--- src/rtl/kyber_ntt_out_reorder_if.sv ---
// Natural-order coefficient stream leaving the NTT output reorder buffer.
// The master drives the data and the slave applies back-pressure with out_ready.
interface kyber_ntt_out_reorder_if #(
   parameter int W = 12
);
   logic [W-1:0] out_data;
   logic [7:0]   out_idx;
   logic         out_valid;
   logic         out_last;
   logic         out_ready;

   modport master (
      output out_data,
      output out_idx,
      output out_valid,
      output out_last,
      input  out_ready
   );

   modport slave (
      input  out_data,
      input  out_idx,
      input  out_valid,
      input  out_last,
      output out_ready
   );
endinterface

--- src/rtl/kyber_ntt_out_reorder.sv ---
// Captures one interleaved 256-coefficient unload burst from the NTT core and
// replays it in natural order over a back-pressured valid/ready stream.
module kyber_ntt_out_reorder #(
   parameter int RD_LAT = 3,
   parameter int N      = 256,
   parameter int W      = 12
) (
   input  logic                         clk,
   input  logic                         reset,
   input  logic                         read_start,
   input  logic [W-1:0]                 core_dout,
   kyber_ntt_out_reorder_if.master      out_if,
   output logic                         busy,
   output logic                         range_err,
   output logic                         start_err,
   output logic                         done
);
   localparam int           IW      = 8;
   localparam logic [W-1:0] KYBER_Q = W'(3329);

   typedef enum logic [1:0] {S_IDLE, S_WAIT, S_CAPTURE, S_DRAIN} state_t;

   state_t         state, state_nxt;
   logic [7:0]     wait_cnt;
   logic [IW-1:0]  cap_cnt;
   logic [IW-1:0]  cap_addr;
   logic [IW:0]    rd_cnt;
   logic [W-1:0]   mem [N];

   logic [W-1:0]   rd_data_p1;
   logic [IW-1:0]  rd_idx_p1;
   logic           rd_vld_p1;
   logic [W-1:0]   out_data_p2;
   logic [IW-1:0]  out_idx_p2;
   logic           out_valid_p2;
   logic           out_last_p2;

   logic           cap_we, rd_re, load_out, out_fire;

   function automatic logic out_of_range(input logic [W-1:0] coef);
      return coef >= KYBER_Q;
   endfunction

   // Arrival order 0,2,1,3 within each group of four: swapping i[1:0] restores natural order.
   assign cap_addr = {cap_cnt[7:2], cap_cnt[0], cap_cnt[1]};
   assign out_fire = out_valid_p2 && out_if.out_ready;
   assign busy     = (state != S_IDLE);

   always_comb begin
      state_nxt = state;
      cap_we    = 1'b0;
      rd_re     = 1'b0;
      load_out  = 1'b0;
      case (state)
         S_IDLE: begin
            if (read_start) state_nxt = (RD_LAT == 1) ? S_CAPTURE : S_WAIT;
         end
         S_WAIT: begin
            if (wait_cnt <= 8'd1) state_nxt = S_CAPTURE;
         end
         S_CAPTURE: begin
            cap_we = 1'b1;
            if (cap_cnt == 8'(N - 1)) state_nxt = S_DRAIN;
         end
         S_DRAIN: begin
            // The prefetch entry refills whenever it is empty or being moved into the output slot.
            load_out = rd_vld_p1 && (!out_valid_p2 || out_if.out_ready);
            rd_re    = !rd_cnt[IW] && (!rd_vld_p1 || load_out);
            if (out_fire && out_last_p2) state_nxt = S_IDLE;
         end
         default: state_nxt = S_IDLE;
      endcase
   end

   always_ff @(posedge clk or posedge reset) begin
      if (reset) begin
         state        <= S_IDLE;
         wait_cnt     <= '0;
         cap_cnt      <= '0;
         rd_cnt       <= '0;
         rd_idx_p1    <= '0;
         rd_vld_p1    <= 1'b0;
         out_data_p2  <= '0;
         out_idx_p2   <= '0;
         out_valid_p2 <= 1'b0;
         out_last_p2  <= 1'b0;
         range_err    <= 1'b0;
         start_err    <= 1'b0;
         done         <= 1'b0;
      end else begin
         state     <= state_nxt;
         start_err <= read_start && (state != S_IDLE);
         done      <= out_fire && out_last_p2;
         case (state)
            S_IDLE: begin
               if (read_start) begin
                  wait_cnt  <= 8'(RD_LAT - 1);
                  range_err <= 1'b0;
                  cap_cnt   <= '0;
                  rd_cnt    <= '0;
               end
            end
            S_WAIT:    wait_cnt <= wait_cnt - 8'd1;
            S_CAPTURE: begin
               cap_cnt <= cap_cnt + 8'd1;
               if (out_of_range(core_dout)) range_err <= 1'b1;
            end
            default: ;
         endcase
         // p1: synchronous buffer read into the prefetch entry
         if (rd_re) begin
            rd_cnt    <= rd_cnt + 9'd1;
            rd_idx_p1 <= rd_cnt[IW-1:0];
            rd_vld_p1 <= 1'b1;
         end else if (load_out) begin
            rd_vld_p1 <= 1'b0;
         end
         // p2: output register, held while the consumer stalls
         if (load_out) begin
            out_valid_p2 <= 1'b1;
            out_data_p2  <= rd_data_p1;
            out_idx_p2   <= rd_idx_p1;
            out_last_p2  <= (rd_idx_p1 == 8'(N - 1));
         end else if (out_fire) begin
            out_valid_p2 <= 1'b0;
            out_last_p2  <= 1'b0;
         end
      end
   end

   always_ff @(posedge clk) begin
      if (cap_we) mem[cap_addr] <= core_dout;
      if (rd_re)  rd_data_p1   <= mem[rd_cnt[IW-1:0]];
   end

   assign out_if.out_data  = out_data_p2;
   assign out_if.out_idx   = out_idx_p2;
   assign out_if.out_valid = out_valid_p2;
   assign out_if.out_last  = out_last_p2;
endmodule

--- src/flat_wrapper.sv ---
// flat-port wrapper written by rule: the top's interface ports become plain ports
module kyber_ntt_out_reorder_flat 
#(
   parameter int RD_LAT = 3,
   parameter int N      = 256,
   parameter int W      = 12
)
  (clk, reset, read_start, core_dout, busy, range_err, start_err, done, out_if_out_data, out_if_out_idx, out_if_out_valid, out_if_out_last, out_if_out_ready);
  kyber_ntt_out_reorder_if #(.W(W)) out_if_i ();
  input  logic clk;
  input  logic reset;
  input  logic read_start;
  input  logic [W-1:0] core_dout;
  output logic busy;
  output logic range_err;
  output logic start_err;
  output logic done;
  output wire logic [$bits(out_if_i.out_data)-1:0] out_if_out_data;
  output wire logic [$bits(out_if_i.out_idx)-1:0] out_if_out_idx;
  output wire logic [$bits(out_if_i.out_valid)-1:0] out_if_out_valid;
  output wire logic [$bits(out_if_i.out_last)-1:0] out_if_out_last;
  input wire logic [$bits(out_if_i.out_ready)-1:0] out_if_out_ready;
  assign out_if_out_data = out_if_i.out_data;
  assign out_if_out_idx = out_if_i.out_idx;
  assign out_if_out_valid = out_if_i.out_valid;
  assign out_if_out_last = out_if_i.out_last;
  assign out_if_i.out_ready = out_if_out_ready;
  kyber_ntt_out_reorder #(.RD_LAT(RD_LAT), .N(N), .W(W)) u_core (.clk(clk), .reset(reset), .read_start(read_start), .core_dout(core_dout), .out_if(out_if_i), .busy(busy), .range_err(range_err), .start_err(start_err), .done(done));
endmodule
--- config.mk ---
export PLATFORM = sky130hd
export DESIGN_NAME = kyber_ntt_out_reorder_flat
export DESIGN_NICKNAME = d
export VERILOG_FILES = /design/src/rtl/kyber_ntt_out_reorder_if.sv /design/src/rtl/kyber_ntt_out_reorder.sv /design/src/flat_wrapper.sv
export SDC_FILE = /design/constraint.sdc
export NUM_CORES = 2
export LEC_CHECK = 0
export CAP_MARGIN = 20
export CORE_UTILIZATION = 35
export CTS_BUF_LIST = sky130_fd_sc_hd__clkbuf_8
export DETAILED_ROUTE_END_ITERATION = 6
export HOLD_SLACK_MARGIN = 0.03
export PLACE_DENSITY_LB_ADDON = 0.1
export SETUP_SLACK_MARGIN = 0.5
export SLEW_MARGIN = 10
export SYNTH_ARGS = -nofsm -noshare
export SYNTH_HDL_FRONTEND = slang
export SYNTH_SLANG_ARGS = --single-unit
--- constraint.sdc ---
create_clock -name clk -period 4.9 [get_ports clk]
set_input_delay 1.225 -clock clk [delete_from_list [all_inputs] [get_ports clk]]
set_output_delay 1.225 -clock clk [all_outputs]
set_load 0.01 [all_outputs]
# Word-level counts from Yosys, hierarchy flattened
# Memory sizes are Yosys's and may differ from the RTL's. A register that Yosys moved wholly into a read port is not among the register bits.
# Index checks and enable logic that the tools add are counted.
totals:
  regBits: 61
  ramBits: 3072
  output_inout_bits: 26
  elab_cells: 77
  memories: 1
op_classes:
  add_sub_neg: 3
  magnitude_cmp: 2
  eq_ne: 10
  n_mux: 25
  reduce_logical: 23
mem_list:
  columns: ["name", "words", "word_bits", "read_ports", "rd_ports_with_merged_regs", "wr", "line_no", "source"]
  rows:
  - ["u_core.mem", 256, 12, 1, 1, 1, "kyber_ntt_out_reorder.sv:28", "logic [W-1:0] mem [N];"]
op_table:
  columns: ["operator", "count"]
  rows:
  - ["one-hot mux 8 bit (2 select lines)", 2]
  - ["2-to-1 mux 9 bit", 3]
  - ["== test 8 bit, second input constant", 2]
  - ["2-to-1 mux 8 bit", 2]
  - ["nonzero test 2 bit", 7]
  - ["greater-or-equal comparator 12 bit, second input constant", 1]
  - ["2-to-1 mux 1 bit", 12]
  - ["adder 9 x 1 -> 9 bit, second input constant", 1]
  - ["adder 8 x 1 -> 8 bit, second input constant", 1]
  - ["<= comparator 8 x 1 -> 1 bit, second input constant", 1]
  - ["2-to-1 mux 2 bit", 4]
  - ["inequality test 2 x 1 -> 1 bit, second input constant", 4]
  - ["one-hot mux 2 bit (4 select lines)", 1]
  - ["subtractor 8 x 1 -> 8 bit, second input constant", 1]
  - ["AND reduction 2 bit", 3]
  - ["logical AND 1 bit", 5]
  - ["== test 2 bit, second input constant", 2]
  - ["AND reduction 4 bit", 1]
  - ["logical NOT 1 bit", 3]
  - ["AND reduction 3 bit", 1]
  - ["== test 2 x 1 -> 1 bit, second input constant", 1]
  - ["logical NOT 2 bit", 1]
  - ["logical OR 1 bit", 2]
  - ["inequality test 2 bit, second input constant", 1]
  - ["one-hot mux 1 bit (2 select lines)", 1]

# Longest topological paths before layout
logic_depth:
  word_depth: 8
  depth_mapped: 13
  mapped_depth_nobuf: 9

# Worst setup path after synthesis
# OpenSTA, ideal clock, no wires.
synth_timing:
  path_type: "input -> register"
  start: "input out_if_out_ready"
  end: "register u_core.rd_cnt[6]"
  setup_ns: 0.084
  arrival_time_ns: 2.563
  required_ns: 4.816
  slack_ns: 2.254
  stages: 6
  n_path_buf: 1
  cell_sequence: "nor2b_1 a211o_1 inv_1 clkbuf_1 nand4_1 o21ai_0"
synth_via:
  elab_chain_cells: 7
synth_rtl:
  columns: ["item", "line_no", "source"]
  rows:
  - ["start: declaration", "flat_wrapper.sv:22", "input wire logic [$bits(out_if_i.out_ready)-1:0] out_if_out_ready;"]
  - ["logical OR 1 bit *", "kyber_ntt_out_reorder.sv:67", "load_out = rd_vld_p1 && (!out_valid_p2 || out_if.out_ready);"]
  - ["logical AND 1 bit *", "kyber_ntt_out_reorder.sv:67", null]
  - ["logical OR 1 bit *", "kyber_ntt_out_reorder.sv:68", "rd_re = !rd_cnt[IW] && (!rd_vld_p1 || load_out);"]
  - ["logical AND 1 bit *", "kyber_ntt_out_reorder.sv:68", null]
  - ["2-to-1 mux 1 bit *", "kyber_ntt_out_reorder.sv:54", "case (state)"]
  - ["via u_core.rd_re", "kyber_ntt_out_reorder.sv:38", "logic cap_we, rd_re, load_out, out_fire;"]
  - ["nonzero test 2 bit (no line)", null, null]
  - ["AND reduction 2 bit (no line)", null, null]
  - ["end signal: assignment", "kyber_ntt_out_reorder.sv:112", "rd_cnt <= rd_cnt + 9'd1;"]
  - ["end: declaration", "kyber_ntt_out_reorder.sv:27", "logic [IW:0] rd_cnt;"]
# Mark *: on every way through the listed nets, which the timed path passes. The rest lies on a longest branch.
# A chain may end at the register's enable or synchronous reset.

==> flow_summary.json <==
{
  "first_global_vias": 65890,
  "status": "finished clean",
  "criticalPathCategory": "reg -> reg",
  "rsz0062_at_grt": "no",
  "holdBufCountCts": 0,
  "row_count": 217,
  "yosysTopAreaCellShare_pct": 75.47,
  "die_x_um": 594.1,
  "yosys_warnings": 0,
  "start_kind": "register",
  "synth.area.top_cells": "edfxtp_1, mux4_2, mux2i_1",
  "dp.cells": 10900,
  "synthCells": 6084,
  "drt_iter0_markers": 7231,
  "setup_viol": 0,
  "finalMaxSlewViolations": 0,
  "yosysMostFrequentCell": "edfxtp_1",
  "clock.fmax_mhz": 236.7,
  "numCtsBuffers": 558,
  "synthesis.nets": 6111,
  "maxSlewHeadroom_pct": 21.43,
  "synth_edf_count": 3084,
  "cts_resized": 0,
  "fillers": 31230,
  "r2r_slack_ns": 0.67,
  "yosysUniqueCellTypes": 74,
  "period_share_pct": 86.23,
  "pwr_density_cell_mw_per_mm2": 483.0,
  "async_flop_share_pct": 1.940,
  "htree_levels": 6,
  "seqCellArea_mm2": 0.09416,
  "core_mm2": 0.3492,
  "final-hold-violation-count": 0,
  "fin_cells": 11890,
  "worst_pin_slew_ns": 1.177,
  "min_path_type": "in -> reg",
  "viasPerCell": 5.519,
  "tritoncts": "built",
  "initial_utilization_pct": 35.15,
  "cp-end-kind": "register",
  "die_area_mm2": 0.3530,
  "synthFlopType": "edfxtp_1",
  "overflow": 0,
  "antenna_left": 0,
  "gp_congestion": 0.8172,
  "track_usage_pct": 22.81,
  "die_y_um": 594.1,
  "syn_area_mm2": 0.1227,
  "vdd_drop_max_mv": 0.2663,
  "drc": 0,
  "worstPathMaxFanout": 70,
  "p_leak_uw": 0.04540,
  "ys_seq_elements": 3145,
  "insertion_delay_ns": 1.20,
  "dp_slack_ns": 0.4956,
  "synth_commonest_cells": "edfxtp_1, mux4_2, mux2i_1, nor2_1, o221ai_1",
  "period_minus_slack_ns": 4.225,
  "synth_top_cell_by_area": "edfxtp_1",
  "whs_ns": 0.4111,
  "clkSinkCount": 3145,
  "cts_setup_buffers": 1,
  "fin_setup_tns_ns": 0,
  "multiInputGateArea_mm2": 0.02634,
  "grt_pass1_wl_mm": 559.5,
  "dpl.hpwl_mm": 251.7,
  "portBuffers": 41,
  "p_total_uw": 68380,
  "grt_max_degree": 141,
  "worstPathRequired_ns": 5.82,
  "wl_per_cell_um": 34.49,
  "cts.reportedPaths.clkPinSlew_ns": 0.06,
  "clk_path_buf_depth": 4,
  "postSynthAreaPerCell_um2": 20.17,
  "wirelength_mm": 410.1,
  "vias": 65640,
  "arrival_ns": 5.15,
  "drive_above_1_share_pct": 25.61,
  "clockRootBuffer": "clkbuf_8",
  "seq_area_frac_synth_pct": 76.71,
  "area_delta_synth_final_pct": 15.37,
  "num_io_pins": 42,
  "fin_skew_ns": 0.08291,
  "final_nets": 6887,
  "first_pass_iters": 6,
  "maxCapViolations": 0,
  "worst_slack_ns": 0.6748,
  "antenna_found_initial": 28
}
## logic make-up after synthesis
logic type	synth area share (%)
AO/OA/AOI/OAI	3.949
XOR/XNOR	0.04282
AND/OR/NAND/NOR	2.652
buffers and inverters	1.981
multiplexers	14.55
adder cells (fa/ha/maj)	0.1122
flip-flops	76.71
## per-stage QoR
stage               utilization (%)  cell area, µm²
global placement              37.70          131600
floorplan                         -          122700
finish                        40.55          141600
detailed placement            37.70          131600
global route                  40.53          141500
CTS                           40.53          141500
## placed cells by master, fill, tap and decap left out, types with 26 or more instances in the layout
master	n
a21oi_1	155
a22oi_1	33
buf_12	61
buf_4	483
clkbuf_8	576
clkdlybuf4s50_1	29
clkinv_1	117
clkinv_2	34
dfrtp_1	55
diode_2	26
edfxtp_1	3084
inv_1	205
mux2_2	28
mux2i_1	506
mux4_2	554
nand2_1	152
nand3_1	59
nor2_1	319
nor3_1	46
o21ai_0	110
o221ai_1	174
o22ai_1	114
## worst max-delay path, stage by stage, from the launching register on
cell	delay, ns
dfrtp_4	0.87
buf_12	0.48
buf_12	0.31
mux4_2	0.53
a22oi_1	0.22
a21oi_1	0.11
nor4_1	0.37
nand4_1	0.46
nand3_1	0.40
a211oi_1	0.08
## state kept, by name (all words and copies together), names as in the netlist, 2 cells and up
signal,flops
u_core.rd_data_p1,12
u_core.mem,3072
u_core.rd_idx_p1,8
u_core.state,2
u_core.rd_cnt,9
u_core.out_if.out_idx,8
u_core.cap_cnt,8
u_core.wait_cnt,8
u_core.out_if.out_data,12
## layout make-up
cell class,instances,area share [%]
repair buffers,587,3.772
clock buffers,576,5.600
clock inverters,391,1.347
inverters,17,0.05480
diodes,26,0.04596
well taps,4599,4.065
multi-input cells,2551,18.61
flip-flops and latches,3145,66.51
## routing by layer
metal | GRT usage, % | share of wire [%]
met5 | 0 | 0.0032
met1 | 31.79 | 43
met2 | 36.86 | 48
met3 | 3.959 | 6.2
met4 | 6.319 | 2.7
## report_power, final
group / switching, µW / internal (µW) / total [µW]
sequential: 477 / 29900 / 30400
clock: 11000 / 11200 / 22200
combinational: 9400 / 6440 / 15800
total: 20900 / 47500 / 68400
## worst paths after layout
kind | to | start | cells after the start
worst max-delay path | u_core.rd_data_p1[8] | u_core.rd_cnt[0] | 9
worst min-delay path | u_core.mem[251][11] | core_dout[11] | 1
worst max register to register | u_core.rd_data_p1[8] | u_core.rd_cnt[0] | 9
worst min register to register | u_core.out_if.out_data[1] | u_core.rd_data_p1[1] | 1
max in group asynchronous | u_core.out_if.out_data[4] | reset | 3
min in group asynchronous | u_core.out_if.out_data[6] | reset | 2
No activity file was read; power rests on OpenSTA's default activity.
==> variant, RTL diff (same settings) <==
`N` is set to 256 in 2 places; all go to 128.
--- a/src/rtl/kyber_ntt_out_reorder.sv
+++ b/src/rtl/kyber_ntt_out_reorder.sv
@@ -3,5 +3,5 @@
 module kyber_ntt_out_reorder #(
    parameter int RD_LAT = 3,
-   parameter int N      = 256,
+   parameter int N      = 128,
    parameter int W      = 12
 ) (
--- a/src/flat_wrapper.sv
+++ b/src/flat_wrapper.sv
@@ -3,5 +3,5 @@
 #(
    parameter int RD_LAT = 3,
-   parameter int N      = 256,
+   parameter int N      = 128,
    parameter int W      = 12
 )
Check against the original RTL: no difference found for any inputs over 4 cycles, from zero or initial values and one cycle with reset high; that may be too few to reach the edited logic, so the function may still have changed.
==> variant against the original RTL <==
  * Worst setup slack improved by 270 ps
  * Die area decreased by 49%
  * Clock power shrank 50%
  * Routed wire length is 57% lower
  * Sequential cell count is 1536 lower
  * Critical path type unchanged
  * Largest power group unchanged
  * Critical endpoint is now u_core.rd_data_p1[1]$_DFFE_PP_
  * Synthesized area shrank 49%
  * The flow now finishes with violations (design-rule violations)
  * Cell area shrank 49%
  * Cell count shrank 53%
  * Power shrank 61%
==> variant: results (changes against the original RTL) <==
INFO  yosys          post_synth_main_area_contributors=edfxtp_1, mux4_2, dfrtp_1
INFO  routing        via_count=29890 [-54%]
INFO  yosys          share_of_the_synthesized_netlist_area_taken_by_xor_and_xnor_gates=0.08455% [+0.042 points]
INFO  worst_setup_path r2r_cells=6 [-3]
INFO  grt            antenna_found_initial=24 [-14%]
INFO  yosys          netlist-cell-type-count=46 [-38%]
INFO  timing         fin_worst_skew=74.72ps [-8.195 ps]
INFO  yosys          ys_async_sr_fraction=3.791% [+1.9 points]
INFO  yosys          synth.top_cells.by_count=edfxtp_1, mux4_2, nor2_1
INFO  timing         max-slew-margin-rel=22.69% [+1.3 points]
INFO  clocking       post-cts-setup-buffer-count=0 [-1]
INFO  yosys          synth_fa_ha_area_share=0.1611% [+0.049 points]
INFO  cells_and_area largest_reg_flops=1536 [-50%]
INFO  worst_setup_path max_stage_delay=990ps [+120 ps]
INFO  status         outcome=finished, violations left
INFO  clocking       numCtsBuffers=297 [-47%]
INFO  worst_hold_path hold_end=u_core.out_if.out_idx[0]$_DFFE_PP0P_
INFO  worst_hold_path hold_path.startpoint=u_core.out_if.out_idx[0]$_DFFE_PP0P_
INFO  clocking       clock_h_tree_levels=5 [-1]
INFO  pwr            cellLeakagePower=23.01nW [-49%]
INFO  cells_and_area drive_gt1_share=33.68% [+8.1 points]
INFO  placed_design  dp_worst_setup_slack=914.6ps [+419.0 ps]
INFO  routing        drc=14 [+14]
INFO  worst_setup_path reg2reg_setup_slack=940ps [+270 ps]
INFO  worst_setup_path critical_path.max_fanout=31 [-56%]
INFO  yosys          synth_compound_area_share=0.4791% [-3.5 points]
INFO  status         violations=design-rule violations
INFO  yosys          synth_enable_flop_cells=1548 [-50%]
INFO  routing        wirelength=176600microns [-57%]
INFO  routing        drt-pass1-iter-count=7 [+1]
INFO  cells_and_area fin_nets=3098 [-55%]
INFO  placed_design  placed_cells_incl_taps=5115 [-53%]
INFO  routing        met2_length=84030microns [-57%]
INFO  worst_setup_path arrival_worst_endpoint=4670ps [-480 ps]
INFO  yosys          synthMuxAreaShare=18.79% [+4.2 points]
INFO  grt            grt_first_pass_wirelength=247000microns [-56%]
variant: cell type report:
type                            instances  area, sq um
Antenna cell                            3        7.507
Clock buffer                          305         4198
Clock inverter                        189        759.5
Fill cell                           15450       104500
Inverter                                9        33.78
Multi-Input combinational cell        903        13570
Sequential cell                      1609        48030
Tap cell                             2340         2928
Timing Repair Buffer                  254         2247
variant: power breakdown:
group,leakage (nW),internal (mW),switching [mW]
clock network,2.89,5.71,5.40
logic,5.38,0.0190,0.247
registers,14.7,15.1,0.00123
variant: how the worst max path moves through the flow:
| stage | from | end | cells past startpoint |
|---|---|---|---|
| 2_1_floorplan | u_core.rd_cnt[0]$_DFFE_PP0P_ | u_core.rd_data_p1[0]$_DFFE_PP_ | 6 |
| 3_3_place_gp | u_core.rd_cnt[0]$_DFFE_PP0P_ | u_core.rd_data_p1[7]$_DFFE_PP_ | 5 |
| 3_5_place_dp | u_core.rd_cnt[0]$_DFFE_PP0P_ | u_core.rd_data_p1[3]$_DFFE_PP_ | 5 |
| 4_1_cts | u_core.rd_cnt[0]$_DFFE_PP0P_ | u_core.rd_data_p1[3]$_DFFE_PP_ | 5 |
| 5_1_grt | u_core.state[0]$_DFFE_PP0P_ | busy | 4 |
| 6_report | u_core.rd_cnt[0]$_DFFE_PP0P_ | u_core.rd_data_p1[1]$_DFFE_PP_ | 6 |
variant: metal layers:
layer  GRT usage, %  vias up
li1               -    12170
met1          27.64    16470
met2          31.10      990
met3          4.799      258
met4          5.523        0
met5              0        -
variant: cell families after synthesis:
family / after synthesis
AO/OA/AOI/OAI: 47
XOR/XNOR: 6
adder cells (fa/ha/maj): 8
buffers and inverters: 157
flip-flops: 1609
multiplexers: 534
AND/OR/NAND/NOR: 308
variant: stage by stage:
step | instance area (sq um) | total power, mW | hold slack [ps]
floorplan | 62150 | 15.38 | 414.6
global route | 71770 | 27.44 | 508.2
detailed placement | 66810 | 15.64 | 474.3
CTS | 71760 | 26.86 | 464.7
global placement | 66730 | 15.62 | 471.8
finish | 71770 | 26.47 | 486.7
variant: tightest hold or removal path, cell delays in order, from the launching register on:
cell	delay (ps)
dfrtp_1	350
nand2_1	50
nand2_1	60
